## src/rtl/timer_ctrl_if.sv

```systemverilog
// Control/status bundle for timer_ctrl.
//   master : control source (drives start/stop/pause/mode/limit/presc,
//            observes count/tick/done/busy/state)
//   slave  : the timer sequencer itself
interface timer_ctrl_if #(
    parameter int N = 4,
    parameter int P = 4
);
    logic         start;
    logic         stop;
    logic         pause;
    logic         mode;
    logic [N-1:0] limit;
    logic [P-1:0] presc;
    logic [N-1:0] count;
    logic         tick;
    logic         done;
    logic         busy;
    logic [1:0]   state;

    modport master (
        output start, stop, pause, mode, limit, presc,
        input  count, tick, done, busy, state
    );

    modport slave (
        input  start, stop, pause, mode, limit, presc,
        output count, tick, done, busy, state
    );
endinterface

```

## src/rtl/timer_ctrl.sv

```systemverilog
// timer_ctrl: prescaled N-bit up-counter sequencer with start/stop/pause,
// programmable terminal value and one-shot or periodic (auto-reload) mode.
//   clk     : clock, rising edge
//   arst_n  : active-low reset, sampled on the rising clock edge
//   bus     : timer_ctrl_if.slave
//             in  start, stop, pause, mode, limit[N], presc[P]
//             out count[N], tick, done, busy, state[2]
//
// state | meaning
// ------+---------------------------------------------------------
// IDLE  | stopped, count cleared, waiting for start
// RUN   | prescaler running, count advances on each prescaler wrap
// HOLD  | paused, prescaler and count frozen
// DONE  | one-shot finished, count holds limit until start/stop
module timer_ctrl #(
    parameter int N = 4,
    parameter int P = 4
) (
    input  logic              clk,
    input  logic              arst_n,
    timer_ctrl_if.slave       bus
);
    typedef enum logic [1:0] {
        IDLE = 2'b00,
        RUN  = 2'b01,
        HOLD = 2'b10,
        DONE = 2'b11
    } state_t;

    localparam logic [N-1:0] CNT_ONE = {{(N-1){1'b0}}, 1'b1};
    localparam logic [P-1:0] PRE_ONE = {{(P-1){1'b0}}, 1'b1};

    state_t       state_q, state_d;
    logic [N-1:0] count_q, count_d;
    logic [P-1:0] pre_q,   pre_d;
    logic [N-1:0] limit_q, limit_d;
    logic [P-1:0] presc_q, presc_d;
    logic         mode_q,  mode_d;
    logic         tick_q,  tick_d;
    logic         done_q,  done_d;

    always_comb begin
        state_d = state_q;
        count_d = count_q;
        pre_d   = pre_q;
        limit_d = limit_q;
        presc_d = presc_q;
        mode_d  = mode_q;
        tick_d  = 1'b0;
        done_d  = 1'b0;

        if (bus.stop) begin
            state_d = IDLE;
            count_d = '0;
            pre_d   = '0;
        end else begin
            case (state_q)
                IDLE, DONE: begin
                    if (bus.start) begin
                        state_d = RUN;
                        count_d = '0;
                        pre_d   = '0;
                        limit_d = bus.limit;
                        presc_d = bus.presc;
                        mode_d  = bus.mode;
                    end
                end
                RUN: begin
                    // start is ignored here; pause freezes without ticking
                    if (bus.pause) begin
                        state_d = HOLD;
                    end else if (pre_q == presc_q) begin
                        pre_d  = '0;
                        tick_d = 1'b1;
                        if (count_q == limit_q) begin
                            done_d = 1'b1;
                            if (mode_q) begin
                                count_d = '0;
                            end else begin
                                state_d = DONE;
                            end
                        end else begin
                            count_d = count_q + CNT_ONE;
                        end
                    end else begin
                        pre_d = pre_q + PRE_ONE;
                    end
                end
                HOLD: begin
                    // resume edge does not advance the prescaler
                    if (!bus.pause) begin
                        state_d = RUN;
                    end
                end
                default: begin
                    state_d = IDLE;
                end
            endcase
        end
    end

    always_ff @(posedge clk) begin
        if (!arst_n) begin
            state_q <= IDLE;
            count_q <= '0;
            pre_q   <= '0;
            limit_q <= '0;
            presc_q <= '0;
            mode_q  <= 1'b0;
            tick_q  <= 1'b0;
            done_q  <= 1'b0;
        end else begin
            state_q <= state_d;
            count_q <= count_d;
            pre_q   <= pre_d;
            limit_q <= limit_d;
            presc_q <= presc_d;
            mode_q  <= mode_d;
            tick_q  <= tick_d;
            done_q  <= done_d;
        end
    end

    assign bus.count = count_q;
    assign bus.tick  = tick_q;
    assign bus.done  = done_q;
    assign bus.busy  = (state_q == RUN) || (state_q == HOLD);
    assign bus.state = state_q;
endmodule
```

## src/flat_wrapper.sv

```systemverilog
// flat-port wrapper written by rule: the top's interface ports become plain ports
module timer_ctrl_flat 
#(
    parameter int N = 4,
    parameter int P = 4
)
  (clk, arst_n, bus_start, bus_stop, bus_pause, bus_mode, bus_limit, bus_presc, bus_count, bus_tick, bus_done, bus_busy, bus_state);
  timer_ctrl_if #(.N(N), .P(P)) bus_i ();
  input  logic clk;
  input  logic arst_n;
  input wire logic [$bits(bus_i.start)-1:0] bus_start;
  input wire logic [$bits(bus_i.stop)-1:0] bus_stop;
  input wire logic [$bits(bus_i.pause)-1:0] bus_pause;
  input wire logic [$bits(bus_i.mode)-1:0] bus_mode;
  input wire logic [$bits(bus_i.limit)-1:0] bus_limit;
  input wire logic [$bits(bus_i.presc)-1:0] bus_presc;
  output wire logic [$bits(bus_i.count)-1:0] bus_count;
  output wire logic [$bits(bus_i.tick)-1:0] bus_tick;
  output wire logic [$bits(bus_i.done)-1:0] bus_done;
  output wire logic [$bits(bus_i.busy)-1:0] bus_busy;
  output wire logic [$bits(bus_i.state)-1:0] bus_state;
  assign bus_i.start = bus_start;
  assign bus_i.stop = bus_stop;
  assign bus_i.pause = bus_pause;
  assign bus_i.mode = bus_mode;
  assign bus_i.limit = bus_limit;
  assign bus_i.presc = bus_presc;
  assign bus_count = bus_i.count;
  assign bus_tick = bus_i.tick;
  assign bus_done = bus_i.done;
  assign bus_busy = bus_i.busy;
  assign bus_state = bus_i.state;
  timer_ctrl #(.N(N), .P(P)) u_core (.clk(clk), .arst_n(arst_n), .bus(bus_i));
endmodule
```

## config.mk

```make
export PLATFORM = sky130hd
export DESIGN_NAME = timer_ctrl_flat
export DESIGN_NICKNAME = d
export VERILOG_FILES = /design/src/rtl/timer_ctrl_if.sv /design/src/rtl/timer_ctrl.sv /design/src/flat_wrapper.sv
export SDC_FILE = /design/constraint.sdc
export NUM_CORES = 1
export LEC_CHECK = 0
export ABC_CLOCK_PERIOD_IN_PS = 3700
export CORE_AREA = 2 2 52 54
export DETAILED_ROUTE_END_ITERATION = 7
export DIE_AREA = 0 0 54 56
export PLACE_DENSITY = 0.78
export SLEW_MARGIN = 40
export SYNTH_ARGS = -nofsm -noshare
export SYNTH_HDL_FRONTEND = slang
export SYNTH_SLANG_ARGS = --single-unit
```

## constraint.sdc

```tcl
create_clock -name clk -period 3.7 [get_ports clk]
set_input_delay 0.74 -clock clk [delete_from_list [all_inputs] [get_ports clk]]
set_output_delay 0.74 -clock clk [all_outputs]
set_load 0.05 [all_outputs]
```

==> results by group, run 1 <==
Finish
  – Share of cells above drive strength 1: 14.29%
  – Syn-to-layout area delta: 21.00%
  – Post-layout util: between 60% and 70%
  – Nets: 166
  – ANT cells: 0

Setup path
  – Critical path class: reg -> out
  – CP endpoint kind: primary output
  – CP max FO: 5
  – Req. time, crit path: 2.96 ns
  – Reg2reg path depth: 6
  – Crit path launch type: flop
  – Critical Path AT: 2.03 ns

Timing
  – Final slew viol count: 0
  – Post-route setup TNS: 0 ns
  – Worst clock skew: about 0.009 ns
  – Fmax: 0.3606 GHz
  – Worst slew pin tran: 0.6076 ns
  – Final Hold Vio Count: 0
  – RSZ-0062 raised after global routing: false
  – Min Tclk post-route: 2.773 ns
  – Worst setup margin: 0.9269 ns
  – Headroom to the max-slew limit: 59.37%
  – Post-route clock period utilization: 74.95%
  – Setup violations, final: 0

Min path
  – Hold Path Class: reg -> reg
  – Hold Crit Depth: 2

Pwr
  – Max IR drop VDD: 0.2193 mV
  – Power Density: 304.4 nW/um^2
  – Leakage power: 0.5587 nW
  – Pwr Total: 0.0004586 W

Floorplanning
  – Ports: 23
  – Die width: 54 um
  – Std-Cell Rows: 18
  – Core footprint: 2432 sq um
  – Initial Util: 51.18%
  – Area of the die: between 3000 and 4000 sq um
  – DIE HEIGHT: roughly 56 um

Placed design
  – Dpl hpwl: between 1.5 and 2 mm
  – DP Worst Slack: 1.276 ns
  – Port bufs: 22
  – Routability Congestion: 0.7741

Synthesis
  – Synth Cell Area: 1245 sq um
  – Synth top cells by count: dfxtp_1 (21), mux2i_1 (10), nor2b_1 (10)
  – Netlist cell types: 40
  – Synthesized Nets: between 100 and 150
  – Area share of the largest cell type after synthesis: approximately a third
  – Post-synth EDFFs: 0
  – Largest cells by area after synthesis: dfxtp_1 (34%), xnor2_2 (10%), mux2i_1 (8.0%)
  – Top-count cell post-synth: dfxtp_1
  – Ys async rst share: 0%
  – FF+latch count, synth: 21
  – Yosys Warn Count: 0
  – Register area share after synthesis: ~34%
  – Top_reg_cell synth: dfxtp_1
  – Area leader, netlist: dfxtp_1
  – Synthesized area per cell: 9.960 sq um
  – Mapped Cells: 125

Clock tree
  – CTS sink cnt: 21
  – Num CTS Buffers: 3
  – Clock latency on the worst-skew pair: approximately 0.31 ns
  – Post-CTS Hold Fix Bufs: 0
  – Post-CTS Repair Setup Buffers: 0
  – Clock Tree Root: clkbuf_4
  – CTS Buffer Depth: 2
  – Cts repair resizes: 0
  – Reg clk slew, reported paths: 0.11 ns
  – CTS tree: built
  – H-tree levels: 1

Global route
  – Gr usage total: 19.90%
  – Largest net degree at the start of global routing: 13
  – Vias in the first global route: about 1,000
  – Initial antenna violation count: 0
  – Total grt overflow: 0
  – First-pass GRT wire length: roughly 4.5 mm

Route
  – DRT Wirelength: 2.586 mm
  – DRT Pass-1 Iters: 4
  – Initial drt markers: 26
  – Antenna Nets Post-Route: 0
  – Avg Vias per Cell: about 5.7
  – Via count: 1,006
  – Routed len/inst: around 15 um
  – Detailed-route DRC error count: 0

Outcome
  – Status: finished, final reports clean

Job
  – Max cap viols: 0
[layer usage]
layer / routed length (um) / track usage [%] / vias up / part of all wire, %
li1: - / - / 501 / -
met1: 1177 / 27.67 / 472 / 46
met2: 1250 / 30.66 / 27 / 48
met3: 113 / 2.419 / 6 / 4.4
met4: 44 / 7.857 / 0 / 1.7
met5: 0 / 0 / - / 0
[state kept, by name (all words and copies together), names as in the netlist]
signal,count
u_core.mode_q,1
u_core.bus.done,1
u_core.bus.count,4
u_core.bus.tick,1
u_core.bus.state,2
u_core.presc_q,4
u_core.limit_q,4
u_core.pre_q,4
[logic make-up after synthesis]
family	after synthesis	synth area share, %
compound gates	21	14.27
flops	21	33.77
fa+ha+maj	4	4.020
simple gates	49	25.13
buf+inv	12	4.321
mux	10	8.041
xor+xnor	8	10.45
[layout make-up]
cell class | count | area [sq um]
fillers | 211 | 925.9
multi-input cells | 92 | 770.7
flip-flops and latches | 21 | 420.4
repair buffers | 22 | 220.2
well taps | 30 | 37.54
inverters | 8 | 30.03
clock buffers | 3 | 22.52
clock inverters | 1 | 5.005
[worst max-delay path: stages, from the launching register on]
cell             delay (ns)
dfxtp_1                0.40
inv_1                  0.08
ha_1                   0.37
inv_1                  0.07
clkdlybuf4s50_1        0.79
[report_power, final]
group / internal [W] / switching (W) / leakage [nW]
sequential: 0.000233 / 0.00000728 / 0.170
clock: 0.0000404 / 0.0000719 / 0.0177
combinational: 0.0000487 / 0.0000577 / 0.371
[worst paths after layout]
| check | from | endpoint | slack [ns] |
|---|---|---|---|
| max | u_core.bus.state[0]$_SDFFE_PP0P_ | bus_busy | 0.93 |
| min | u_core.pre_q[1]$_SDFFE_PP0P_ | u_core.pre_q[1]$_SDFFE_PP0P_ | 0.55 |
| max reg2reg | u_core.bus.state[0]$_SDFFE_PP0P_ | u_core.bus.count[2]$_SDFFE_PP0P_ | 1.72 |
| min reg2reg | u_core.pre_q[1]$_SDFFE_PP0P_ | u_core.pre_q[1]$_SDFFE_PP0P_ | 0.55 |
[cells in the final DEF (no fill, tap or decap), drive strengths merged, types with 3 or more instances in the layout]
| cell type | count |
|---|---|
| a31oi | 3 |
| nand2 | 9 |
| nor3 | 4 |
| clkbuf | 3 |
| mux2i | 10 |
| clkdlybuf4s50 | 22 |
| nor2 | 5 |
| inv | 8 |
| dfxtp | 21 |
| nand3 | 7 |
| ha | 4 |
| xnor2 | 8 |
| nor2b | 11 |
| nand3b | 3 |
| a21oi | 4 |
[stage by stage]
step	cell area [sq um]	instances	hold WS [ns]
2_1_floorplan	1245	125	0.4870
3_3_place_gp	1479	173	0.5174
3_5_place_dp	1479	173	0.5235
4_1_cts	1506	177	0.5409
5_1_grt	1506	177	0.5623
6_report	1506	177	0.5510
No activity file was read; power rests on OpenSTA's default activity.
==> run 2: changes to the inputs <==
--- a/config.mk
+++ b/config.mk
@@ -5,11 +5,11 @@
 export SDC_FILE = /design/constraint.sdc
 export NUM_CORES = 1
 export LEC_CHECK = 0
-export ABC_CLOCK_PERIOD_IN_PS = 3700
-export CORE_AREA = 2 2 52 54
+export ABC_CLOCK_PERIOD_IN_PS = 2700
+export CORE_AREA = 2 2 53 55
 export DETAILED_ROUTE_END_ITERATION = 7
-export DIE_AREA = 0 0 54 56
-export PLACE_DENSITY = 0.78
+export DIE_AREA = 0 0 55 57
+export PLACE_DENSITY = 0.75
 export SLEW_MARGIN = 40
 export SYNTH_ARGS = -nofsm -noshare
 export SYNTH_HDL_FRONTEND = slang
==> constraint.sdc (replaced) <==
create_clock -name clk -period 2.7 [get_ports clk]
set_input_delay 0.54 -clock clk [delete_from_list [all_inputs] [get_ports clk]]
set_output_delay 0.54 -clock clk [all_outputs]
set_load 0.05 [all_outputs]
==> results by group, run 2 (same netlist as run 1, synthesis figures left out) <==
Floorplanning
  – Initial Util: 47.61% (-3.6 points)
  – Std-Cell Rows: 19 (+1)
  – Area of the die: 3135 sq um (+3.7%)
  – Ports: 23 (unchanged)
  – Die width: 55 um (+1.9%)
  – Core footprint: 2615 sq um (+7.5%)
  – DIE HEIGHT: 57 um (+1.8%)

Global route
  – Largest net degree at the start of global routing: 13 (unchanged)
  – Vias in the first global route: 947 (-2.9%)
  – Gr usage total: 18.71% (-1.2 points)
  – Initial antenna violation count: 0 (unchanged)
  – First-pass GRT wire length: 4.319 mm (-4.0%)
  – Total grt overflow: 0 (unchanged)

Outcome
  – Status: finished, final reports clean

Timing
  – RSZ-0062 raised after global routing: false
  – Post-route setup TNS: 0 ns (unchanged)
  – Final slew viol count: 0 (unchanged)
  – Headroom to the max-slew limit: 60.55% (+1.2 points)
  – Fmax: 0.3944 GHz
  – Final Hold Vio Count: 0 (unchanged)
  – Setup violations, final: 0 (unchanged)
  – Post-route clock period utilization: 93.90%
  – Worst clock skew: 0.007539 ns (-0.001699 ns)
  – Min Tclk post-route: about 2.5 ns
  – Worst slew pin tran: 0.5900 ns (-0.01753 ns)

Setup path
  – FF-to-FF setup slack: 0.76 ns (-0.96 ns)
  – Crit path launch type: flop
  – Reg2reg end: u_core.bus.count[2]$_SDFFE_PP0P_
  – Reg2reg path depth: 6 (unchanged)
  – CP max FO: 5 (unchanged)
  – Req. time, crit path: 2.16 ns (-0.80 ns)
  – CP endpoint kind: primary output
  – Critical path class: reg -> out
  – RR Startpoint: u_core.bus.state[0]$_SDFFE_PP0P_
  – Critical Path AT: 2.00 ns (-0.03 ns)

Finish
  – Syn-to-layout area delta: 21.11% (about the same)
  – Commonest non-fill, non-tap cell in the layout: clkdlybuf4s50_1
  – ANT cells: 0 (unchanged)
  – Nets: 166 (unchanged)
  – Most frequent cells in the layout: clkdlybuf4s50_1 (22), dfxtp_1 (21), mux2i_1 (10), nor2b_1 (10), nand2_1 (9)
  – Fillers: 242 (+15%)
  – Share of cells above drive strength 1: 14.29% (unchanged)

Clock tree
  – Post-CTS Hold Fix Bufs: 0 (unchanged)
  – Clock Tree Root: clkbuf_4
  – CTS Buffer Depth: 2 (unchanged)
  – Cts repair resizes: 0 (unchanged)
  – Reg clk slew, reported paths: 0.11 ns (about the same)
  – CTS tree: built
  – Num CTS Buffers: 3 (unchanged)
  – Clock latency on the worst-skew pair: 0.30 ns (about the same)
  – H-tree levels: 1 (unchanged)
  – Post-CTS Repair Setup Buffers: 0 (unchanged)
  – CTS sink cnt: 21 (unchanged)

Placed design
  – Port bufs: 22 (unchanged)
  – Dpl hpwl: 1.892 mm (-4.1%)
  – Routability Congestion: 0.7856 (+1.5%)

Route
  – Initial drt markers: 32 (+23%)
  – Met3 WL: 143 um (+27%)
  – M1 WL: 1.044 mm (-11%)
  – DRT Wirelength: 2.461 mm (-4.8%)
  – Routed met2 length: 1.232 mm (-1.4%)
  – Via count: 1,013 (+0.70%)
  – Highest metal used: met4
  – Routed len/inst: 13.83 um (-5.4%)
  – Antenna Nets Post-Route: 0 (unchanged)
  – Detailed-route DRC error count: 0 (unchanged)
  – Avg Vias per Cell: 5.691 (+0.13%)
  – DRT Pass-1 Iters: 4 (unchanged)

Pwr
  – Leakage power: 0.5587 nW (unchanged)
  – Pwr Total: 0.0006208 W (+35%)
  – Power Density: 411.7 nW/um^2 (+35%)
  – Max IR drop VDD: 0.3016 mV (+38%)

Job
  – Max cap viols: 0 (unchanged)

Min path
  – Hold Crit Depth: 2 (unchanged)
  – Hold Path Class: reg -> reg
  – HP Start: u_core.pre_q[1]$_SDFFE_PP0P_
  – Hold path endpoint: u_core.pre_q[1]$_SDFFE_PP0P_
==> run 2: cell counts in the layout (fill, tap and decap cells not counted) <==
Identical to the previous run, type by type.
==> run 2: worst max path at each step <==
stage,from,end,slack (ns),cells after the start
finish,u_core.bus.state[0]$_SDFFE_PP0P_,bus_busy,0.16,4
global route,u_core.bus.state[0]$_SDFFE_PP0P_,bus_busy,0.09,4
CTS,u_core.bus.state[0]$_SDFFE_PP0P_,bus_busy,0.16,4
detailed placement,u_core.bus.state[0]$_SDFFE_PP0P_,bus_busy,0.51,4
global placement,u_core.bus.state[0]$_SDFFE_PP0P_,bus_busy,0.54,4
floorplan,u_core.bus.state[0]$_SDFFE_PP0P_,u_core.bus.count[2]$_SDFFE_PP0P_,0.57,7
==> run 2: stage by stage <==
step | hold slack (ns) | area [sq um] | setup WS [ns] | util [%] | instances
floorplan | 0.4870 | 1245 | 0.5685 | - | 125
global route | 0.5749 | 1508 | 0.08715 | 57.66 | 178
detailed placement | 0.5343 | 1480 | 0.5051 | 56.60 | 174
global placement | 0.5212 | 1480 | 0.5386 | 56.60 | 174
CTS | 0.5491 | 1508 | 0.1552 | 57.66 | 178
finish | 0.5440 | 1508 | 0.1647 | 57.66 | 178
==> run 2: critical path, cell delays in order (launching register included) <==
cell and delay (ns):
dfxtp_1 0.40, inv_1 0.08, ha_1 0.36, inv_1 0.07, clkdlybuf4s50_1 0.79
==> run 2: layer usage <==
layer | up-vias | GRT usage, %
li1 | 496 | -
met1 | 475 | 24.42
met5 | - | 0
met3 | 5 | 3.141
met4 | 0 | 6.272
met2 | 37 | 30.78
==> run 2: area by class of cell <==
type	instances	area, sq um	share of cell area (%)
sequential	21	420.4	27.88
multi-input combinational	92	770.7	51.12
timing repair buffer	22	220.2	14.61
inverter	8	30.03	1.992
clock inverter	1	5.005	0.3319
clock buffer	3	22.52	1.494
tap	31	38.79	2.573
==> run 2: where the power goes <==
| part | switching (W) | total [W] | leakage (nW) | internal (W) |
|---|---|---|---|---|
| registers | 0.00000927 | 0.000328 | 0.170 | 0.000319 |
| clock network | 0.0000929 | 0.000148 | 0.0177 | 0.0000553 |
| logic | 0.0000780 | 0.000145 | 0.371 | 0.0000667 |
| total | 0.000180 | 0.000621 | 0.559 | 0.000441 |
==> run 3: changes to the inputs <==
--- a/config.mk
+++ b/config.mk
@@ -5,7 +5,7 @@
 export SDC_FILE = /design/constraint.sdc
 export NUM_CORES = 1
 export LEC_CHECK = 0
-export ABC_CLOCK_PERIOD_IN_PS = 2700
+export ABC_CLOCK_PERIOD_IN_PS = 2600
 export CORE_AREA = 2 2 53 55
 export DETAILED_ROUTE_END_ITERATION = 7
 export DIE_AREA = 0 0 55 57
==> constraint.sdc (replaced) <==
create_clock -name clk -period 2.6 [get_ports clk]
set_input_delay 0.52 -clock clk [delete_from_list [all_inputs] [get_ports clk]]
set_output_delay 0.52 -clock clk [all_outputs]
set_load 0.05 [all_outputs]
==> results by group, run 3 (same netlist as run 1, synthesis figures left out) <==
Route
  – DRT Pass-1 Iters: 4 (unchanged)
  – Avg Vias per Cell: 5.872 (+3.2%)
  – Met3 WL: 152 um (+6.3%)
  – DRT Wirelength: 2.673 mm (+8.6%)
  – Via count: 1,051 (+3.8%)
  – Highest metal used: met4
  – Routed met2 length: 1.349 mm (+9.5%)
  – Initial drt markers: 27 (-16%)
  – Detailed-route DRC error count: 0 (unchanged)
  – Antenna Nets Post-Route: 0 (unchanged)
  – M1 WL: 1.134 mm (+8.6%)
  – Routed len/inst: 14.93 um (+8.0%)

Timing
  – RSZ-0062 raised after global routing: false
  – Final slew viol count: 0 (unchanged)
  – Final Hold Vio Count: 0 (unchanged)
  – Worst clock skew: 0.005308 ns (-0.002230 ns)
  – Post-route clock period utilization: 84.18%
  – Min Tclk post-route: 2.189 ns
  – Setup violations, final: 0 (unchanged)
  – Worst slew pin tran: 0.5991 ns (+0.009065 ns)
  – Post-route setup TNS: 0 ns (unchanged)
  – Fmax: 0.4569 GHz
  – Headroom to the max-slew limit: 59.94% (-0.61 points)

Job
  – Max cap viols: 0 (unchanged)

Finish
  – Syn-to-layout area delta: 21.81%
  – ANT cells: 0 (unchanged)
  – Share of cells above drive strength 1: 14.19% (-0.097 points)
  – Nets: 167 (+0.60%)
  – Post-route cell area: 1516 sq um (+0.58%)
  – Multi-input gate area: 770.7 sq um (unchanged)
  – Most frequent cells in the layout: clkdlybuf4s50_1 (21), dfxtp_1 (21), mux2i_1 (10), nor2b_1 (10), nand2_1 (9)
  – Register area: 420.4 sq um (unchanged)
  – Fillers: 257 (+6.2%)

Global route
  – Largest net degree at the start of global routing: 13 (unchanged)
  – Vias in the first global route: 1,020 (+7.7%)
  – First-pass GRT wire length: 4.678 mm (+8.3%)
  – Total grt overflow: 0 (unchanged)
  – Gr usage total: 20.03% (+1.3 points)
  – Initial antenna violation count: 0 (unchanged)

Pwr
  – Leakage power: 0.5769 nW (+3.2%)
  – Power Density: 432.5 nW/um^2 (+5.0%)
  – Max IR drop VDD: 0.2996 mV (-0.64%)

Placed design
  – Dpl hpwl: 2.059 mm (+8.8%)
  – Port bufs: 22 (unchanged)
  – Post-DP Area: 1488 sq um (+0.51%)
  – Routability Congestion: 0.7561 (-3.8%)

Clock tree
  – CTS sink cnt: 21 (unchanged)
  – Reg clk slew, reported paths: 0.12 ns (about the same)
  – Post-CTS Repair Setup Buffers: 0 (unchanged)
  – CTS tree: built
  – Clock Tree Root: clkbuf_4
  – Cts repair resizes: 0 (unchanged)
  – CTS Buffer Depth: 2 (unchanged)
  – Post-CTS Hold Fix Bufs: 0 (unchanged)
  – Clock latency on the worst-skew pair: 0.31 ns (about the same)
  – H-tree levels: 1 (unchanged)
  – Num CTS Buffers: 3 (unchanged)

Setup path
  – Critical-path top delay cell: clkdlybuf4s50_1
  – CP endpoint kind: primary output
  – Req. time, crit path: 2.08 ns (-0.08 ns)
  – Critical Path AT: 1.67 ns (-0.33 ns)
  – Crit path launch type: flop
  – CP cell instances: clkdlybuf4s50_1
  – Top Family by Delay on Critical Path: buffers and inverters
  – Buffers & Inverters on Critical Path: 1 (-2)
  – CP max FO: 6 (+1)
  – Critical path class: reg -> out
  – Critical Path Max Stage Delay: 0.86 ns (+0.07 ns)

Min path
  – Hold Path Class: reg -> reg

Floorplanning
  – Initial Util: 47.61% (unchanged)
  – Std-Cell Rows: 19 (unchanged)
  – Ports: 23 (unchanged)
  – DIE HEIGHT: 57 um (unchanged)
  – Core footprint: 2615 sq um (unchanged)
  – Area of the die: 3135 sq um (unchanged)
  – Die width: 55 um (unchanged)

Outcome
  – Status: finished, final reports clean
[run 3: stage by stage]
step	power (W)	utilization (%)	instances	hold WS (ns)	worst slack (ns)
2_1_floorplan	0.0004534	-	125	0.4870	0.4685
3_3_place_gp	0.0004962	56.89	175	0.5180	0.4603
3_5_place_dp	0.0005010	56.89	175	0.5338	0.3970
4_1_cts	0.0006594	57.89	179	0.5596	0.04639
5_1_grt	0.0006920	57.99	179	0.5813	0.3475
6_report	0.0006558	57.99	179	0.5565	0.4114
[run 3: path summary, 6_finish.rpt]
check | start | endpoint | slack (ns) | depth (start not counted)
setup / recovery | u_core.bus.count[0]$_SDFFE_PP0P_ | bus_count[0] | 0.41 | 1
setup reg to reg | u_core.bus.state[0]$_SDFFE_PP0P_ | u_core.bus.count[2]$_SDFFE_PP0P_ | 0.63 | 6
hold reg to reg | u_core.pre_q[1]$_SDFFE_PP0P_ | u_core.pre_q[1]$_SDFFE_PP0P_ | 0.56 | 2
hold / removal | u_core.pre_q[1]$_SDFFE_PP0P_ | u_core.pre_q[1]$_SDFFE_PP0P_ | 0.56 | 2
[run 3: per-layer routing]
layer  global-route usage (%)  up-vias
met5                        0        -
met4                    5.226        0
met3                    3.141        5
met2                    33.84       32
met1                    26.07      513
li1                         -      501
[run 3: final cells by class]
type                       count  share of cell area (%)
clock buffer                   4                   1.733
inverter                       8                   1.980
multi-input combinational     92                   50.83
sequential                    21                   27.72
tap                           31                   2.558
timing repair buffer          23                   15.18
[run 3: where the power goes]
part	total [W]	switching, W	internal (W)
combinational	0.000152	0.0000824	0.0000701
sequential	0.000341	0.00000985	0.000331
clock	0.000163	0.000103	0.0000599
